**src/rtl/proc_sequencer_if.sv**
```systemverilog
// proc_sequencer_if: start/memory/processor handshake bundle around proc_sequencer.
// step_mode/step exist only when PROC_SEQ_STEP_EN is defined.
interface proc_sequencer_if #(
  parameter int ADDR_W = 8
);
  logic              start;
  logic [ADDR_W-1:0] start_addr;
  logic              mem_rd;
  logic [ADDR_W-1:0] mem_addr;
  logic [15:0]       mem_rdata;
  logic [15:0]       iin;
  logic              proc_run;
  logic              proc_done;
  logic [ADDR_W-1:0] pc;
  logic [15:0]       instr_count;
  logic              busy;
  logic              halted;
  logic              timeout_err;
`ifdef PROC_SEQ_STEP_EN
  logic              step_mode;
  logic              step;
`endif
  modport master (
`ifdef PROC_SEQ_STEP_EN
    input  step_mode, step,
`endif
    input  start, start_addr, mem_rdata, proc_done,
    output mem_rd, mem_addr, iin, proc_run, pc, instr_count, busy, halted, timeout_err
  );
  modport slave (
`ifdef PROC_SEQ_STEP_EN
    output step_mode, step,
`endif
    output start, start_addr, mem_rdata, proc_done,
    input  mem_rd, mem_addr, iin, proc_run, pc, instr_count, busy, halted, timeout_err
  );
endinterface

```
**src/rtl/proc_sequencer.sv**
```systemverilog
// proc_sequencer: fetches program words and feeds them to the processor's iin port.
// Optional single-step PAUSE state enabled by defining PROC_SEQ_STEP_EN.
module proc_sequencer #(
  parameter int         ADDR_W  = 8,
  parameter logic [2:0] HALT_OP = 3'b111,
  parameter int         TIMEOUT = 32
) (
  input logic              clock,
  input logic              resetn,
  proc_sequencer_if.master bus
);
  typedef enum logic [2:0] {
    IDLE, FETCH, LOAD, EXEC, HALT, ERR
`ifdef PROC_SEQ_STEP_EN
    , PAUSE
`endif
  } state_e;
  state_e            state_q, state_d;
  logic [ADDR_W-1:0] pc_q, pc_d;
  logic [15:0]       iin_q, iin_d;
  logic [15:0]       cnt_q, cnt_d;
  logic [15:0]       wd_q, wd_d;
  always_ff @(posedge clock) begin
    if (!resetn) begin
      state_q <= IDLE;
      pc_q    <= '0;
      iin_q   <= '0;
      cnt_q   <= '0;
      wd_q    <= '0;
    end else begin
      state_q <= state_d;
      pc_q    <= pc_d;
      iin_q   <= iin_d;
      cnt_q   <= cnt_d;
      wd_q    <= wd_d;
    end
  end
  always_comb begin
    state_d = state_q;
    pc_d    = pc_q;
    iin_d   = iin_q;
    cnt_d   = cnt_q;
    wd_d    = wd_q;
    unique case (state_q)
      IDLE, HALT, ERR: if (bus.start) begin
        state_d = FETCH;
        pc_d    = bus.start_addr;
        cnt_d   = '0;
      end
      FETCH: state_d = LOAD;
      LOAD: if (bus.mem_rdata[15:13] == HALT_OP) state_d = HALT;
      else begin
        iin_d   = bus.mem_rdata;
        wd_d    = '0;
        state_d = EXEC;
      end
      EXEC: if (bus.proc_done) begin
        pc_d  = pc_q + 1'b1;
        cnt_d = cnt_q + 1'b1;
`ifdef PROC_SEQ_STEP_EN
        state_d = bus.step_mode ? PAUSE : FETCH;
`else
        state_d = FETCH;
`endif
      end else begin
        // pc is left alone on timeout so it still names the stuck instruction
        wd_d    = wd_q + 1'b1;
        state_d = (wd_d == 16'(TIMEOUT)) ? ERR : EXEC;
      end
`ifdef PROC_SEQ_STEP_EN
      PAUSE: state_d = bus.step ? FETCH : PAUSE;
`endif
      default: state_d = IDLE;
    endcase
  end
  always_comb begin
    bus.mem_rd      = state_q == FETCH;
    bus.proc_run    = state_q == EXEC;
    bus.busy        = !(state_q inside {IDLE, HALT, ERR});
    bus.halted      = state_q == HALT;
    bus.timeout_err = state_q == ERR;
    bus.mem_addr    = pc_q;
    bus.pc          = pc_q;
    bus.iin         = iin_q;
    bus.instr_count = cnt_q;
  end
endmodule

```
**src/flat_wrapper.sv**
```systemverilog
// flat-port wrapper written by rule: the top's interface ports become plain ports
module proc_sequencer_flat 
#(
  parameter int         ADDR_W  = 8,
  parameter logic [2:0] HALT_OP = 3'b111,
  parameter int         TIMEOUT = 32
)
  (clock, resetn, bus_start, bus_start_addr, bus_mem_rdata, bus_proc_done, bus_mem_rd, bus_mem_addr, bus_iin, bus_proc_run, bus_pc, bus_instr_count, bus_busy, bus_halted, bus_timeout_err);
  proc_sequencer_if #(.ADDR_W(ADDR_W)) bus_i ();
  input logic clock;
  input logic resetn;
  input wire logic [$bits(bus_i.start)-1:0] bus_start;
  input wire logic [$bits(bus_i.start_addr)-1:0] bus_start_addr;
  input wire logic [$bits(bus_i.mem_rdata)-1:0] bus_mem_rdata;
  input wire logic [$bits(bus_i.proc_done)-1:0] bus_proc_done;
  output wire logic [$bits(bus_i.mem_rd)-1:0] bus_mem_rd;
  output wire logic [$bits(bus_i.mem_addr)-1:0] bus_mem_addr;
  output wire logic [$bits(bus_i.iin)-1:0] bus_iin;
  output wire logic [$bits(bus_i.proc_run)-1:0] bus_proc_run;
  output wire logic [$bits(bus_i.pc)-1:0] bus_pc;
  output wire logic [$bits(bus_i.instr_count)-1:0] bus_instr_count;
  output wire logic [$bits(bus_i.busy)-1:0] bus_busy;
  output wire logic [$bits(bus_i.halted)-1:0] bus_halted;
  output wire logic [$bits(bus_i.timeout_err)-1:0] bus_timeout_err;
  assign bus_i.start = bus_start;
  assign bus_i.start_addr = bus_start_addr;
  assign bus_i.mem_rdata = bus_mem_rdata;
  assign bus_i.proc_done = bus_proc_done;
  assign bus_mem_rd = bus_i.mem_rd;
  assign bus_mem_addr = bus_i.mem_addr;
  assign bus_iin = bus_i.iin;
  assign bus_proc_run = bus_i.proc_run;
  assign bus_pc = bus_i.pc;
  assign bus_instr_count = bus_i.instr_count;
  assign bus_busy = bus_i.busy;
  assign bus_halted = bus_i.halted;
  assign bus_timeout_err = bus_i.timeout_err;
  proc_sequencer #(.ADDR_W(ADDR_W), .HALT_OP(HALT_OP), .TIMEOUT(TIMEOUT)) u_core (.clock(clock), .resetn(resetn), .bus(bus_i));
endmodule
```
**config.mk**
```make
export PLATFORM = sky130hd
export DESIGN_NAME = proc_sequencer_flat
export DESIGN_NICKNAME = d
export VERILOG_FILES = /design/src/rtl/proc_sequencer_if.sv /design/src/rtl/proc_sequencer.sv /design/src/flat_wrapper.sv
export SDC_FILE = /design/constraint.sdc
export NUM_CORES = 1
export LEC_CHECK = 0
export ABC_AREA = 1
export BUFFER_PORTS_ARGS = -buffer_cell sky130_fd_sc_hd__buf_2
export CORE_ASPECT_RATIO = 0.75
export CORE_MARGIN = 2
export CORE_UTILIZATION = 53
export DETAILED_ROUTE_END_ITERATION = 10
export PLACE_DENSITY_LB_ADDON = 0.15
export SETUP_SLACK_MARGIN = 0.1
export SYNTH_ARGS = -nofsm -noshare
export SYNTH_HDL_FRONTEND = slang
export SYNTH_SLANG_ARGS = --single-unit
```
**constraint.sdc**
```tcl
create_clock -name clock -period 2.3 [get_ports clock]
set_clock_uncertainty 0.15 [all_clocks]
set_input_delay 0 -clock clock [delete_from_list [all_inputs] [get_ports clock]]
set_output_delay 0 -clock clock [all_outputs]
set_load 0.03 [all_outputs]
```
==> results.md <==
- Syn nets: 487
- Layout cells sized above 1: 21.3%
- Worst vdd ir: 509 uV
- Clock latency on the worst-skew pair: 0.34 ns
- GRT Total Usage: roughly a quarter
- Wire per inst: 12.4 um
- Total negative setup slack: 0 ns
- CP Capture Type: flop
- Cell count after synthesis: 456
- DRC viols: 0
- Design internal power: around 1.8 mW
- Crit Reg-Reg Startpoint: u_core.state_q[2]
- Most frequent cells in the layout: nand2_1, buf_2, nor2_1
- Worst R2R Setup Slack: roughly 0.22 ns
- DP Wirelength: around 5300 um
- Max-slew violations: 0
- Worst Setup Slack post-DPL: 0.393 ns
- Grt met2 use: 40.6%
- Multi-input logic area: 1600 um^2
- Gpl congestion: around 0.83
- Slowest cell on crit path: dlygate4sd3_1
- Mean post-synth cell area: roughly 6.7 um^2
- Ys Warns: 0
- RSZ-0062 raised after global routing: no
- Sequential power share: between 40% and 50%
- M3 GR Usage: 10.0%
- # clock sinks: 59
- Worst min path class: input pin to flop
- CP Max Fanout: 13
- I/O pin total: 81
- Initial Util: 56.1%
- WP depth: 8
- Gate power share: 26.8%
- CTS buffer count: 9
- Pin count of the biggest net entering global routing: 31
- GR peak layer: met2
- Vias in the first global route: 2992
- Grt ovf: 0
- Layout Area Growth over Synthesis: 30.7%
- Worst reg2reg path endpoint: u_core.bus.mem_addr[5]
- Reg clk slew, reported paths: 0.07 ns
- Sw Share: 34.8%
- Via-to-Cell Ratio: 5.05
- Worst-Margin Slew: 0.465 ns
- #FFs+latches synth: 59
- Clock buffer depth: 2
- CTS tree: done
- Post-DRT Antenna Nets: 0
- Post-Route WL: ~8000 um
- Outcome: finished clean
- Final Worst Setup Slack: 0.224 ns
- CTS H-tree lvls: 3
- Fin. Hold Viols: 0
- Crit path buffers/inverters: 4
- Critical Path AT: 2.21 ns
- Mapped Area: 3050 um^2
- Hold Path Depth: 4
- Clk pwr share: between 30% and 40%
- Die area: 6390 um^2
- Hold endpoint: u_core.bus.iin[1]
- Ant. Diodes: 0
- R2R cell count: 8
- Tmin final: just over 2 ns
- Setup crit start kind: flop
- Root Driver: clkbuf_8
- Critical path's top delay family: buffers and inverters
- Initial antenna violation count: 0
- Max_cap viols: 0
- Peak Freq: 482 MHz
- Fill count: 435
- Number of DRC markers in iteration 0: 173
- Crit-path cells: inv_1 -> nand2_1 -> nor2_2 -> buf_4 -> inv_1 -> nand2_1 -> a31oi_1 -> dlygate4sd3_1
- WP data required: 2.44 ns
- Share of the yosys chip area belonging to registers: 38.7%
- Pre-antenna DRT Iters: 5
- Setup-failing EPs final: 0
- Port Buffers: 80
- Pwr Density: 708 nW/um^2
- Psw: 0.981 mW
- Distinct cells, synth: 33
- Most common cell after layout, fill and taps aside: nand2_1
- Max-slew headroom: 69.0%
- First-pass GRT wire length: approximately 14000 um
- Die X: about 92 um
- Final cycle utilization of the critical path: 90.2%
- Die Ht: around 70 um
- # rows: 23
- Min-delay src: bus_mem_rdata[1]
- Leakage: about 1.8 nW
- Core area: 5440 um^2
- Final nets: just under 600
- FF+latch area: 1180 um^2
- Met1 Use GR: approximately a third
- Vias: 3253
- Critical path class: flop to flop
- Max stage delay on crit path: 0.57 ns
-- what timing repair did --
item | 4_1_cts | 5_1_grt
resized for setup | 0 | 2
hold buffers | 32 | 0
setup endpoints to repair | 0 | 2
hold endpoints to repair | 40 | 0
setup buffers | 0 | 2
-- Yosys cell counts --
| cell type | count | area (um^2) |
|---|---|---|
| nand2_1 | 107 | 402 |
| nor2_1 | 70 | 263 |
| dfxtp_1 | 59 | 1180 |
| inv_1 | 41 | 154 |
| o21ai_0 | 35 | 175 |
| a21oi_1 | 32 | 160 |
| nand3_1 | 27 | 135 |
| clkbuf_1 | 9 | 33.8 |
| buf_4 | 8 | 60.1 |
| nand4_1 | 7 | 43.8 |
| nor2_2 | 7 | 43.8 |
| xor2_1 | 6 | 52.6 |
| nand2_2 | 5 | 31.3 |
| nor3_1 | 5 | 25.0 |
| buf_2 | 4 | 20.0 |
| a31oi_1 | 3 | 18.8 |
| ha_1 | 3 | 37.5 |
| nand3b_1 | 3 | 22.5 |
| nor2_4 | 3 | 33.8 |
| o211ai_1 | 3 | 22.5 |
| a211oi_1 | 2 | 15.0 |
| inv_2 | 2 | 7.51 |
| nor3_2 | 2 | 20.0 |
| nor3b_1 | 2 | 15.0 |
| or2_2 | 2 | 12.5 |
| xnor2_1 | 2 | 17.5 |
| a22oi_1 | 1 | 7.51 |
| nand3_2 | 1 | 10.0 |
| nor4_1 | 1 | 6.26 |
| o21a_1 | 1 | 7.51 |
| o21ai_1 | 1 | 5.00 |
| o21bai_1 | 1 | 7.51 |
| o22ai_1 | 1 | 6.26 |
-- tightest hold or removal path, stage by stage --
cell and delay [ns]:
dlygate4sd3_1 0.52, buf_2 0.09, nor2_1 0.03, nor2_1 0.08
-- registers in the layout, summed over array words and instances, names as in the netlist --
register	cells
u_core.bus.mem_addr	8
u_core.wd_q	16
u_core.state_q	3
u_core.bus.instr_count	16
u_core.bus.iin	16
-- through the flow --
step                      hold slack, ns  instances  power, mW  utilization, %  cell area [um^2]
after global routing               0.272        644       2.98            73.4              3990
after detailed placement          0.0799        595       1.86            63.8              3470
after CTS                          0.244        642       2.81            72.9              3970
final                              0.270        644       2.82            73.4              3990
after global placement            0.0679        595       1.86            63.8              3470
after floorplan                  -0.0151        456       1.70               -              3050
-- power by group through the flow --
stage	Sequential (mW)	Clock (mW)	Combinational (mW)
after floorplan	1.33	0	0.370
after global placement	1.19	0	0.670
after detailed placement	1.19	0	0.675
after CTS	1.17	0.909	0.730
after global routing	1.18	0.972	0.822
final	1.17	0.894	0.758
-- routing by layer --
metal  up-vias  wire length, um
li1       1687                -
met1      1449             3700
met2       111             3670
met3         6              583
met4         0               57
met5         -                0
-- worst max path at each step --
stage / start / to
after CTS: u_core.state_q[2] / u_core.bus.mem_addr[5]
final: u_core.state_q[2] / u_core.bus.mem_addr[5]
after global placement: u_core.wd_q[0] / u_core.state_q[2]
after global routing: u_core.state_q[2] / u_core.bus.mem_addr[5]
after floorplan: u_core.bus.instr_count[0] / u_core.bus.instr_count[14]
after detailed placement: u_core.wd_q[0] / u_core.state_q[2]
-- cell type report --
type | instances | area share [%]
tap | 75 | 2.35
inverter | 43 | 4.05
clock inverter | 3 | 1.00
clock buffer | 12 | 3.39
sequential | 59 | 29.6
timing repair buffer | 119 | 19.5
multi-input combinational | 333 | 40.1
-- cell families after synthesis --
logic type | synth area share [%]
AO/OA/AOI/OAI | 13.9
flip-flops | 38.7
AND/OR/NAND/NOR | 34.8
XOR/XNOR | 2.30
buffers and inverters | 9.02
adder cells (fa/ha/maj) | 1.23
Note: power is estimated with default switching activity, not from simulation.
